$ cat src/rtl/ook_pkg.sv
// ook_pkg: shared OOK link constants (packet_generator uses the same ticks) and receiver FSM encoding
package ook_pkg;
    localparam int PACKET_BITS = 40;
    localparam int CNT_W       = 16;
    localparam int SHORT_MIN   = 2000;
    localparam int SHORT_MAX   = 5000;
    localparam int LONG_MIN    = 6000;
    localparam int LONG_MAX    = 10000;
    localparam int LOW_MAX     = 10000;
    localparam int GAP_MIN     = 50000;
    typedef enum logic [1:0] {IDLE, ARMED, HIGH, LOW} ook_state_t;
endpackage

$ cat src/rtl/ook_input_filter.sv
// ook_input_filter: 2-flop synchroniser plus 3-sample majority vote, filt lags rf_in by 4 clk
module ook_input_filter (
    input  logic clk,
    input  logic reset,
    input  logic rf_in,
    output logic filt
);
    logic s0, s1;
    logic [1:0] sh;
    always_ff @(posedge clk) begin
        if (reset) begin
            s0   <= 1'b0;
            s1   <= 1'b0;
            sh   <= '0;
            filt <= 1'b0;
        end else begin
            s0   <= rf_in;
            s1   <= s0;
            sh   <= {sh[0], s1};
            filt <= (s1 & sh[0]) | (s1 & sh[1]) | (sh[0] & sh[1]);
        end
    end
endmodule

$ cat src/rtl/ook_packet_receiver.sv
// ook_packet_receiver: pulse-width OOK decoder delivering fixed-length packets on valid/ready
module ook_packet_receiver #(
    parameter int PACKET_BITS = ook_pkg::PACKET_BITS,
    parameter int CNT_W       = ook_pkg::CNT_W,
    parameter int SHORT_MIN   = ook_pkg::SHORT_MIN,
    parameter int SHORT_MAX   = ook_pkg::SHORT_MAX,
    parameter int LONG_MIN    = ook_pkg::LONG_MIN,
    parameter int LONG_MAX    = ook_pkg::LONG_MAX,
    parameter int LOW_MAX     = ook_pkg::LOW_MAX,
    parameter int GAP_MIN     = ook_pkg::GAP_MIN
) (
    input  logic                   clk,
    input  logic                   reset,
    input  logic                   rf_in,
    output logic [PACKET_BITS-1:0] pkt_data,
    output logic                   pkt_valid,
    input  logic                   pkt_ready,
    output logic                   overrun,
    output logic                   busy
);
    import ook_pkg::*;
    localparam int BW = $clog2(PACKET_BITS + 1);
    localparam logic [CNT_W-1:0] ONE   = CNT_W'(1);
    localparam logic [CNT_W-1:0] S_MIN = CNT_W'(SHORT_MIN);
    localparam logic [CNT_W-1:0] S_MAX = CNT_W'(SHORT_MAX);
    localparam logic [CNT_W-1:0] L_MIN = CNT_W'(LONG_MIN);
    localparam logic [CNT_W-1:0] L_MAX = CNT_W'(LONG_MAX);
    localparam logic [CNT_W-1:0] LOW_M = CNT_W'(LOW_MAX);
    localparam logic [CNT_W-1:0] GAP   = CNT_W'(GAP_MIN);
    localparam logic [BW-1:0]    LAST  = BW'(PACKET_BITS - 1);
    localparam logic [BW-1:0]    BIT1  = BW'(1);

    ook_state_t state;
    logic filt, filt_d, flip, is0, is1;
    logic [CNT_W-1:0] cnt;
    logic [BW-1:0] bitcnt;
    logic [PACKET_BITS-1:0] sr, nxt;

    ook_input_filter u_filter (
        .clk   (clk),
        .reset (reset),
        .rf_in (rf_in),
        .filt  (filt)
    );

    // cnt holds the length of the level that just ended whenever flip is high
    assign flip = filt ^ filt_d;
    assign is0  = cnt >= S_MIN && cnt <= S_MAX;
    assign is1  = cnt >= L_MIN && cnt <= L_MAX;
    assign nxt  = {sr[PACKET_BITS-2:0], is1};

    always_ff @(posedge clk) begin
        if (reset) begin
            state     <= IDLE;
            filt_d    <= 1'b0;
            cnt       <= '0;
            bitcnt    <= '0;
            sr        <= '0;
            pkt_data  <= '0;
            pkt_valid <= 1'b0;
            overrun   <= 1'b0;
            busy      <= 1'b0;
        end else begin
            filt_d  <= filt;
            cnt     <= flip ? ONE : (&cnt ? cnt : cnt + ONE);
            overrun <= 1'b0;
            if (pkt_valid && pkt_ready)
                pkt_valid <= 1'b0;
            case (state)
                IDLE:  if (!filt && !filt_d && cnt >= GAP) state <= ARMED;
                ARMED: if (filt) begin
                    state  <= HIGH;
                    busy   <= 1'b1;
                    bitcnt <= '0;
                end
                HIGH: if (filt) begin
                    if (cnt >= L_MAX) begin
                        state <= IDLE;
                        busy  <= 1'b0;
                    end
                end else if (!(is0 || is1)) begin
                    state <= IDLE;
                    busy  <= 1'b0;
                end else begin
                    sr     <= nxt;
                    bitcnt <= bitcnt + BIT1;
                    if (bitcnt == LAST) begin
                        state <= IDLE;
                        busy  <= 1'b0;
                        if (!pkt_valid || pkt_ready) begin
                            pkt_data  <= nxt;
                            pkt_valid <= 1'b1;
                        end else
                            overrun <= 1'b1;
                    end else
                        state <= LOW;
                end
                LOW: if (cnt > LOW_M) begin
                    state <= IDLE;
                    busy  <= 1'b0;
                end else if (filt)
                    state <= HIGH;
            endcase
        end
    end
endmodule

$ cat config.mk
export PLATFORM = sky130hd
export DESIGN_NAME = ook_packet_receiver
export DESIGN_NICKNAME = d
export VERILOG_FILES = /design/src/rtl/ook_pkg.sv /design/src/rtl/ook_input_filter.sv /design/src/rtl/ook_packet_receiver.sv
export SDC_FILE = /design/constraint.sdc
export NUM_CORES = 1
export LEC_CHECK = 0
export CELL_PAD_IN_SITES_DETAIL_PLACEMENT = 0
export CELL_PAD_IN_SITES_GLOBAL_PLACEMENT = 1
export CORE_MARGIN = 4
export CORE_UTILIZATION = 40
export DETAILED_ROUTE_END_ITERATION = 8
export GPL_TIMING_DRIVEN = 0
export PLACE_DENSITY = 0.83
export SETUP_SLACK_MARGIN = 0.05
export SLEW_MARGIN = 10
export SYNTH_ARGS = -nofsm -noshare
export SYNTH_HDL_FRONTEND = slang
export SYNTH_SLANG_ARGS = --single-unit
$ cat constraint.sdc
create_clock -name clk -period 6.5 [get_ports clk]
set_input_delay 0.975 -clock clk [delete_from_list [all_inputs] [get_ports clk]]
set_output_delay 0.975 -clock clk [all_outputs]
set_load 0.01 [all_outputs]
==> metrics.md, run 1 <==
| Metric | Value |
|---|---|
| Crit-path cells | `clkbuf_1 > or4b_1 > nand4_1 > a32oi_1 > o21ai_0 > buf_2 > buf_2 > nand3_1 > a21oi_1` |
| Status | `completed` |
| CP Max Fanout | `10` |
| Synth cell types | `between 50 and 60` |
| Max-slew violations | `0` |
| Worst reg2reg endpoint | `sr[38]$_SDFFE_PP0P_` |
| R2R setup slack | `3.85 ns` |
| Worst VDD drop | `0.121 mV` |
| Clock Sinks | `112` |
| Post-Layout Cell Count | `735` |
| Storage cell area | `2240 µm²` |
| Ports | `between 40 and 50` |
| WP data required | `between 6 and 7 ns` |
| Final WL | `10400 µm` |
| Leakage | `1.81 nW` |
| GRT Util Overall | `0.162` |
| Root Buffer | `clkbuf_16` |
| Fill count | `1111` |
| Crit. path cell count | `9` |
| Most used cell, CP | `buf_2` |
| Grt ovf | `0` |
| Drt pass-1 iters | `4` |
| Slack of the critical path | `3.85 ns` |
| CORE AREA | `between 10000 and 15000 µm²` |
| Clock Latency Late Sink | `about 0.35 ns` |
| Crit path capture | `sr[38]$_SDFFE_PP0P_` |
| Number of global-route vias before repair | `3724` |
| Place WS | `~3.7 ns` |
| Commonest non-fill, non-tap cell in the layout | `dfxtp_1` |
| Final Cell Area | `5630 µm²` |
| Hpwl dp | `around 7600 µm` |
| DRT antenna net count | `0` |
| Initial DRC count | `~160` |
| CTS Hold Bufs | `0` |
| Final Hold Vio Count | `0` |
| Worst slew margin | `0.610` |
| Worst-margin pin slew | `0.585 ns` |
| Comb pwr share | `0.020` |
| Fmax | `0.378 GHz` |
| Worst setup EP type | `flip-flop` |
| First-pass GRT wire length | `approximately 18000 µm` |
| Post-CTS resize count | `0` |
| Kind of critical path | `flip-flop to flip-flop` |
| Setup TNS | `0 ns` |
| Yosys synthesis warning count | `0` |
| Clock transition at path regs | `roughly 0.07 ns` |
| Fraction of layout cells with a size suffix above 1 | `0.0642` |
| Initial Util | `0.410` |
| Power Density | `between 200 and 250 nW/µm²` |
| Synthesized flop and latch total | `between 100 and 150` |
| # port buffers | `46` |
| CTS tree | `done` |
| Max capacitance violation total | `0` |
| Most frequent cells in the layout | `dfxtp_1 (112), nor2_1 (68), nand3_1 (50), a21oi_1 (50), clkdlybuf4s50_1 (46)` |
| Mapped Area | `4700 µm²` |
| Hold WC Path Type | `flip-flop to flip-flop` |
| Min cycle time layout | `2.65 ns` |
| Final period util | `0.407` |
| Cell Count Post-Placement | `719` |
| Clock group share of total power | `0.428` |
| RSZ-0062 raised after global routing | `no` |
| Post-DR wirelength/cell | `14.1 µm` |
| Critical path origin | `cnt[12]$_SDFFE_PP0N_` |
| # Post-CTS Setup Buffers | `0` |
| Area Overhead vs Synth | `19.8%` |
| CP Buf/Inv Count | `3` |
| R2R cell count | `9` |
| Final RePlAce weighted congestion | `about 0.85` |
| WP data arrival | `~3 ns` |
| Row Count | `39` |
| Die Wd | `between 100 and 150 µm` |
| Die area | `13600 µm²` |
| Drt drc | `0` |
| Post-synthesis sequential area ratio | `0.477` |
| Worst r2r src | `cnt[12]$_SDFFE_PP0N_` |
| # setup viols final | `0` |
| Final core occ | `0.491` |
| Post-synth EDFFs | `0` |
| Async SR Flop Fraction | `0` |
| CTS H-tree depth | `3` |
| Slowest-stage cell, CP | `or4b_1` |
| Worst hold slack | `0.452 ns` |
| P_int | `about 980 µW` |
| Slowest cell delay on critical path | `0.49 ns` |
| Multi-input gate area | `between 2000 and 2500 µm²` |
| NetSw | `271 µW` |
| Flop pwr share | `0.551` |
| CTS buffer count | `9` |
| Largest net degree at the start of global routing | `19` |
| Tot Pwr | `1.25 mW` |
| Placed Area | `5340 µm²` |
| N_diodes | `0` |
| Worst-case clock buffer depth | `2` |
| Largest delay share family, worst path | `buffers and inverters` |
| Ys flop type | `dfxtp_1` |
| Startpoint class of the critical path | `flip-flop` |
| DR vias | `3908` |
| Antenna violations before repair | `0` |
| Syn nets | `538` |
| Syn Inst Count | `530` |
| Clock Skew | `about 0.0080 ns` |
| Nets | `595` |
| Sw frac | `0.216` |
| Mean Syn Cell Area | `a little under 9 µm²` |
| Via density | `5.32` |
| Die H | `116 µm` |
==> synthesized netlist by cell type (2+ instances only) <==
| library cell | instances | area (µm²) |
|---|---|---|
| a21oi_1 | 50 | 250 |
| clkbuf_1 | 33 | 124 |
| and3_1 | 3 | 18.8 |
| o21ai_0 | 44 | 220 |
| inv_1 | 10 | 37.5 |
| nand3_1 | 50 | 250 |
| dfxtp_1 | 112 | 2240 |
| mux2i_1 | 41 | 410 |
| nand4_1 | 6 | 37.5 |
| nand2_1 | 15 | 56.3 |
| and4b_1 | 2 | 20.0 |
| xor2_1 | 3 | 26.3 |
| nor3b_1 | 3 | 22.5 |
| o31ai_1 | 3 | 22.5 |
| buf_6 | 3 | 33.8 |
| xnor2_1 | 10 | 87.6 |
| o21a_1 | 2 | 15.0 |
| or2_2 | 6 | 37.5 |
| nor4_1 | 5 | 31.3 |
| nor3_1 | 4 | 20.0 |
| nor4b_1 | 4 | 35.0 |
| ha_1 | 4 | 50.1 |
| buf_4 | 2 | 15.0 |
| nor2_1 | 68 | 255 |
| o31a_1 | 2 | 17.5 |
| nand2b_1 | 5 | 31.3 |
| and2_1 | 3 | 18.8 |
| or4_1 | 5 | 37.5 |
| buf_2 | 4 | 20.0 |
| nor2b_1 | 6 | 37.5 |
==> final cells by class <==
| class | count | share of cell area |
|---|---|---|
| inverters | 10 | 0.00667 |
| multi-input cells | 365 | 0.393 |
| plain buffers | 43 | 0.0367 |
| flip-flops and latches | 112 | 0.398 |
| well taps | 143 | 0.0318 |
| clock inverters | 4 | 0.00600 |
| clock buffers | 12 | 0.0455 |
| repair buffers | 46 | 0.0818 |
==> power by group through the flow <==
| stage | combinational [mW] | sequential, mW | clock (mW) |
|---|---|---|---|
| 2_1_floorplan | 0.0165 | 0.706 | 0 |
| 3_3_place_gp | 0.0247 | 0.707 | 0 |
| 3_5_place_dp | 0.0253 | 0.707 | 0 |
| 4_1_cts | 0.0253 | 0.691 | 0.550 |
| 5_1_grt | 0.0283 | 0.691 | 0.578 |
| 6_report | 0.0252 | 0.691 | 0.537 |
==> flip-flops by register name, indices dropped and copies added (netlist names) <==
name           cells
filt_d             1
u_filter.s0        1
pkt_data          40
u_filter.s1        1
u_filter.sh        2
busy               1
bitcnt             6
cnt               16
pkt_valid          1
sr                39
state              2
overrun            1
u_filter.filt      1
==> worst register-to-register path, cell delays in order (launching register included) <==
cell      delay [ns]
dfxtp_1         0.31
clkbuf_1        0.30
or4b_1          0.49
nand4_1         0.15
a32oi_1         0.13
o21ai_0         0.39
buf_2           0.30
buf_2           0.25
nand3_1         0.10
a21oi_1         0.15
==> worst min-delay path by stage <==
stage | from | endpoint | slack (ns) | cells past startpoint
after floorplan | u_filter.s0$_SDFF_PP0_ | u_filter.s1$_SDFF_PP0_ | 0.41 | 1
after global placement | u_filter.s0$_SDFF_PP0_ | u_filter.s1$_SDFF_PP0_ | 0.44 | 1
after detailed placement | u_filter.s0$_SDFF_PP0_ | u_filter.s1$_SDFF_PP0_ | 0.43 | 1
after CTS | u_filter.s0$_SDFF_PP0_ | u_filter.s1$_SDFF_PP0_ | 0.46 | 1
after global routing | u_filter.s0$_SDFF_PP0_ | u_filter.s1$_SDFF_PP0_ | 0.48 | 1
final | u_filter.s0$_SDFF_PP0_ | u_filter.s1$_SDFF_PP0_ | 0.45 | 1
==> routing by layer <==
metal	GRT usage	wire length (µm)
met5	0	0
met4	0.0696	192
met3	0.0269	421
met2	0.248	4620
met1	0.225	5130
==> kinds of logic (layout without fill, tap and decap cells) <==
| logic type | count (synthesis) | after routing | share of synthesized area |
|---|---|---|---|
| simple gates | 192 | 192 | 0.207 |
| compound gates | 115 | 115 | 0.142 |
| flops | 112 | 112 | 0.477 |
| buf+inv | 53 | 115 | 0.0519 |
| mux | 41 | 41 | 0.0873 |
| xor+xnor | 13 | 13 | 0.0242 |
| fa+ha+maj | 4 | 4 | 0.0106 |
Power figures use the tool's default switching activity.
==> run 2: changes to the inputs <==
--- a/config.mk
+++ b/config.mk
@@ -8,10 +8,10 @@
 export CELL_PAD_IN_SITES_DETAIL_PLACEMENT = 0
 export CELL_PAD_IN_SITES_GLOBAL_PLACEMENT = 1
 export CORE_MARGIN = 4
-export CORE_UTILIZATION = 40
+export CORE_UTILIZATION = 39
 export DETAILED_ROUTE_END_ITERATION = 8
 export GPL_TIMING_DRIVEN = 0
-export PLACE_DENSITY = 0.83
+export PLACE_DENSITY = 0.84
 export SETUP_SLACK_MARGIN = 0.05
 export SLEW_MARGIN = 10
 export SYNTH_ARGS = -nofsm -noshare
==> constraint.sdc (replaced) <==
create_clock -name clk -period 2.2 [get_ports clk]
set_input_delay 0.33 -clock clk [delete_from_list [all_inputs] [get_ports clk]]
set_output_delay 0.33 -clock clk [all_outputs]
set_load 0.01 [all_outputs]
==> metrics.md, run 2 (synthesis gave the netlist of run 1 again) <==
| Metric | Value |
|---|---|
| Via density | `5.43 (+2.2%)` |
| Power Density | `559 nW/µm² (+150%)` |
| Antenna violations before repair | `0 (unchanged)` |
| Largest regs | `pkt_data: 40 flops, sr: 39 flops, cnt: 16 flops` |
| Failing checks | `negative setup slack` |
| Worst-margin pin slew | `0.883 ns (+0.298 ns)` |
| Startpoint class of the critical path | `flip-flop` |
| DRT antenna net count | `0 (unchanged)` |
| Die Wd | `118 µm (+1.2%)` |
| # port buffers | `46 (unchanged)` |
| Most frequent cells in the layout | `dfxtp_1 (105), nor2_1 (67), clkdlybuf4s50_1 (46)` |
| Max-slew violations | `0 (unchanged)` |
| Crit-path cells | `or4_4 > a311oi_4 > buf_4 > or3b_4 > o311a_1 > nand3_2 > a311oi_2` |
| CTS buffer count | `9 (unchanged)` |
| Initial Util | `0.405 (-0.00517)` |
| Final Hold Vio Count | `0 (unchanged)` |
| Place WS | `-0.360 ns (-4.02 ns)` |
| Number of global-route vias before repair | `3909 (+5.0%)` |
| Largest register FFs | `40 (unchanged)` |
| Row Count | `39 (unchanged)` |
| Leakage | `2.10 nW (+16%)` |
| Area Overhead vs Synth | `37.7%` |
| RSZ-0062 raised after global routing | `yes` |
| First-pass GRT wire length | `19200 µm (+8.5%)` |
| Grt ovf | `0 (unchanged)` |
| Final core occ | `0.558 (+0.0665)` |
| Worst VDD drop | `0.309 mV (+150%)` |
| Post-DR wirelength/cell | `16.2 µm (+15%)` |
| Worst setup EP type | `flip-flop` |
| Final period util | `1.04 (+0.637)` |
| Largest net degree at the start of global routing | `18 (-1)` |
| Nets | `615 (+3.4%)` |
| Hold WC Path Type | `flip-flop to flip-flop` |
| CTS Hold Bufs | `0 (unchanged)` |
| Min cycle time layout | `2.30 ns (-0.350 ns)` |
| GRT Util Overall | `0.166 (+0.00433)` |
| Clock Skew | `0.00877 ns (+0.000753 ns)` |
| Tot Pwr | `3.62 mW (+190%)` |
| N_diodes | `0 (unchanged)` |
| WP data required | `2.41 ns (-4.36 ns)` |
| Fraction of layout cells with a size suffix above 1 | `0.233 (+0.169)` |
| Commonest non-fill, non-tap cell in the layout | `dfxtp_1` |
| Worst slew margin | `0.411 (-0.199)` |
| Root Buffer | `clkbuf_16` |
| Final RePlAce weighted congestion | `0.846 (-0.44%)` |
| # setup viols final | `58 (+58)` |
| CORE AREA | `11600 µm² (+1.3%)` |
| CTS tree | `done` |
| Final WL | `12200 µm (+18%)` |
| Slowest-stage cell, CP | `or4_4` |
| Worst-case clock buffer depth | `2 (unchanged)` |
| Clock transition at path regs | `0.07 ns (about the same)` |
| Biggest register | `pkt_data` |
| WP data arrival | `2.51 ns (-0.41 ns)` |
| Slack of the critical path | `-0.0983 ns (-3.95 ns)` |
| Hpwl dp | `7750 µm (+2.6%)` |
| Clock Latency Late Sink | `0.35 ns (about the same)` |
| Drt pass-1 iters | `4 (unchanged)` |
| Max capacitance violation total | `0 (unchanged)` |
| Clock Sinks | `112 (unchanged)` |
| Ports | `47 (unchanged)` |
| Die area | `13900 µm² (+2.4%)` |
| Drt drc | `0 (unchanged)` |
| Setup TNS | `-2.03 ns (-2.03 ns)` |
| Status | `complete, but fails checks` |
| Fmax | `0.435 GHz (+15%)` |
| CTS H-tree depth | `3 (unchanged)` |
| Kind of critical path | `flip-flop to flip-flop` |
| Die H | `118 µm (+1.2%)` |
| CP Max Fanout | `6 (-4)` |
| Slowest cell delay on critical path | `0.52 ns (+0.03 ns)` |
| DR vias | `4091 (+4.7%)` |
| Initial DRC count | `208 (+34%)` |
-- run 2: repair_timing --
item | in CTS | in global routing
buffers inserted | 13 | 7
pin swaps | 36 | 19
setup endpoints to repair | 97 | 98
gates resized for setup | 78 | 58
gates cloned | 7 | 1
-- run 2: through the flow --
| step | std cells | instance area (µm²) | hold slack [ns] |
|---|---|---|---|
| global route | 753 | 6480 | 0.459 |
| finish | 753 | 6480 | 0.446 |
| detailed placement | 719 | 5390 | 0.446 |
| global placement | 719 | 5390 | 0.424 |
| floorplan | 530 | 4750 | 0.414 |
| CTS | 748 | 6170 | 0.449 |
-- run 2: path summary, 6_finish.rpt --
kind                            slack, ns                     end  depth (start not counted)              startpoint
worst min-delay path                 0.45  u_filter.s1$_SDFF_PP0_                          1  u_filter.s0$_SDFF_PP0_
worst min register to register       0.45  u_filter.s1$_SDFF_PP0_                          1  u_filter.s0$_SDFF_PP0_
worst max-delay path                 -0.1       busy$_SDFFE_PP0P_                          7     cnt[5]$_SDFFE_PP0N_
worst max register to register       -0.1       busy$_SDFFE_PP0P_                          7     cnt[5]$_SDFFE_PP0N_
-- run 2: layer usage --
layer | up-vias | part of all wire | GRT usage
li1 | 2019 | - | -
met1 | 1959 | 0.46 | 0.218
met2 | 90 | 0.48 | 0.268
met3 | 23 | 0.034 | 0.0351
met4 | 0 | 0.023 | 0.0645
met5 | - | 0 | 0
-- run 2: final cells by class --
type / instances / area [µm²]
clock inverter: 4 / 32.5
clock buffer: 10 / 229
buffer: 35 / 312
fill: 1026 / 5140
sequential: 112 / 2260
inverter: 10 / 37.5
tap: 143 / 179
timing repair buffer: 74 / 818
multi-input combinational: 365 / 2610
-- run 2: where the power goes --
| group | total [mW] | internal (mW) | switching, mW |
|---|---|---|---|
| Sequential | 2.04 | 2.03 | 0.00813 |
| Combinational | 0.0793 | 0.0232 | 0.0562 |
| Clock | 1.50 | 0.763 | 0.741 |
| Total | 3.62 | 2.82 | 0.805 |
-- run 2: worst max-delay path, delay by kind of cell, from the launching register on --
family / cells / cell delay, ns
flip-flops: 1 / 0.36
AND/OR/NAND/NOR: 3 / 1.03
buffers and inverters: 1 / 0.17
AO/OA/AOI/OAI: 3 / 0.59
==> run 3: changes to the inputs <==
--- a/config.mk
+++ b/config.mk
@@ -11,6 +11,7 @@
 export CORE_UTILIZATION = 39
 export DETAILED_ROUTE_END_ITERATION = 8
 export GPL_TIMING_DRIVEN = 0
+export MAX_ROUTING_LAYER = met4
 export PLACE_DENSITY = 0.84
 export SETUP_SLACK_MARGIN = 0.05
 export SLEW_MARGIN = 10
==> metrics.md, run 3 (synthesis gave the netlist of run 1 again) <==
| Metric | Value |
|---|---|
| Initial Util | `0.405 (unchanged)` |
| Worst hold slack | `0.440 ns (-0.00563 ns)` |
| Max-slew violations | `0 (unchanged)` |
| Leakage | `2.08 nW (-1.1%)` |
| DRT antenna net count | `0 (unchanged)` |
| Worst VDD drop | `0.291 mV (-5.7%)` |
| CTS tree | `done` |
| Largest register FFs | `40 (unchanged)` |
| Via density | `5.41 (-0.44%)` |
| Hold WC Path Type | `flip-flop to flip-flop` |
| Nets | `611 (-0.65%)` |
| Clock Latency Late Sink | `0.35 ns (about the same)` |
| Final period util | `1.04 (-0.00253)` |
| Final RePlAce weighted congestion | `0.884 (+4.6%)` |
| Die H | `118 µm (unchanged)` |
| Ports | `47 (unchanged)` |
| # port buffers | `46 (unchanged)` |
| Failing checks | `negative setup slack` |
| CTS buffer count | `9 (unchanged)` |
| Drt drc | `0 (unchanged)` |
| Number of global-route vias before repair | `3924 (+0.38%)` |
| RSZ-0062 raised after global routing | `yes` |
| Min cycle time layout | `2.29 ns (-0.00557 ns)` |
| Clock Skew | `0.0105 ns (+0.00168 ns)` |
| Final WL | `11600 µm (-4.8%)` |
| N_diodes | `0 (unchanged)` |
| Post-DR wirelength/cell | `15.5 µm (-4.5%)` |
| Tot Pwr | `3.73 mW (+3.0%)` |
| Die area | `13900 µm² (unchanged)` |
| Setup TNS | `-1.58 ns (+0.457 ns)` |
| Worst setup EP type | `flip-flop` |
| First-pass GRT wire length | `19200 µm (+0.18%)` |
| Hpwl dp | `7620 µm (-1.7%)` |
| Fraction of layout cells with a size suffix above 1 | `0.215 (-0.0173)` |
| Root Buffer | `clkbuf_16` |
| Grt ovf | `0 (unchanged)` |
| Status | `complete, but fails checks` |
| Most frequent cells in the layout | `dfxtp_1 (102), nor2_1 (66), nand3_1 (48)` |
| Die Wd | `118 µm (unchanged)` |
| DR vias | `4062 (-0.71%)` |
| Kind of critical path | `flip-flop to flip-flop` |
| CP Max Fanout | `3 (-3)` |
| Biggest register | `pkt_data` |
| Largest net degree at the start of global routing | `20 (+2)` |
| Startpoint class of the critical path | `flip-flop` |
| Crit-path cells | `or4_4 > a311oi_4 > buf_4 > or3b_4 > o311a_4 > nand3_4 > a311oi_2` |
| Cell Count Post-Placement | `719 (unchanged)` |
| Worst-case clock buffer depth | `2 (unchanged)` |
| Fmax | `0.436 GHz (+0.24%)` |
| Max capacitance violation total | `0 (unchanged)` |
| Post-Layout Cell Count | `751 (-0.27%)` |
| Slowest-stage cell, CP | `or4_4` |
| Final Cell Area | `6350 µm² (-2.0%)` |
| Slack of the critical path | `-0.0928 ns (+0.00557 ns)` |
| Slowest cell delay on critical path | `0.54 ns (+0.02 ns)` |
| Row Count | `39 (unchanged)` |
| Clock transition at path regs | `0.07 ns (about the same)` |
| Placed Area | `5390 µm² (unchanged)` |
| Place WS | `-0.329 ns (+0.0305 ns)` |
| # setup viols final | `49 (-16%)` |
| CORE AREA | `11600 µm² (unchanged)` |
| CTS Hold Bufs | `0 (unchanged)` |
| Drt pass-1 iters | `4 (unchanged)` |
| CTS H-tree depth | `3 (unchanged)` |
| Largest regs | `pkt_data: 40 flops, sr: 39 flops, cnt: 16 flops` |
| Area Overhead vs Synth | `35.0%` |
| Worst-margin pin slew | `0.832 ns (-0.0509 ns)` |
| Commonest non-fill, non-tap cell in the layout | `dfxtp_1` |
| Fill count | `1054 (+2.7%)` |
| WP data required | `2.40 ns (about the same)` |
| WP data arrival | `2.50 ns (about the same)` |
| Final Hold Vio Count | `0 (unchanged)` |
| Clock Sinks | `112 (unchanged)` |
| Antenna violations before repair | `0 (unchanged)` |
| Worst slew margin | `0.445 (+0.0339)` |
| GRT Util Overall | `0.169 (+0.00292)` |
| Initial DRC count | `154 (-26%)` |
| Power Density | `587 nW/µm² (+5.0%)` |
| Final core occ | `0.547 (-0.0109)` |
## run 3: layer usage
metal	routed length (µm)	GRT usage
met5	0	-
met1	5430	0.216
met4	288	0.0652
met2	5510	0.265
met3	398	0.0322
## run 3: area by class of cell
class	instances	area, µm²	area share
timing repair buffer	70	766	0.121
clock buffer	11	253	0.0398
buffer	35	295	0.0465
clock inverter	5	46.3	0.00729
inverter	10	37.5	0.00591
multi-input combinational	365	2510	0.395
sequential	112	2260	0.356
tap	143	179	0.0282
## run 3: what timing repair did
item	in CTS	in global routing
gates resized for setup	58	60
pin swaps	25	16
setup endpoints to repair	97	97
cloned	3	4
setup buffers	11	6
## run 3: path summary, 6_finish.rpt
kind | from | to | slack [ns] | cells past startpoint
min reg2reg | u_filter.s0$_SDFF_PP0_ | u_filter.s1$_SDFF_PP0_ | 0.44 | 1
max | cnt[5]$_SDFFE_PP0N_ | busy$_SDFFE_PP0P_ | -0.09 | 7
max reg2reg | cnt[5]$_SDFFE_PP0N_ | busy$_SDFFE_PP0P_ | -0.09 | 7
min | u_filter.s0$_SDFF_PP0_ | u_filter.s1$_SDFF_PP0_ | 0.44 | 1
## run 3: critical path, delay by kind of cell (launching register included)
| kind | cells | cell delay [ns] |
|---|---|---|
| AND/OR/NAND/NOR | 3 | 1.04 |
| flip-flops | 1 | 0.36 |
| AO/OA/AOI/OAI | 3 | 0.59 |
| buffers and inverters | 1 | 0.17 |
## run 3: report_power, final
part / switching (mW) / internal, mW / total [mW]
registers: 0.00806 / 2.03 / 2.04
clock network: 0.764 / 0.851 / 1.61
logic: 0.0540 / 0.0229 / 0.0769
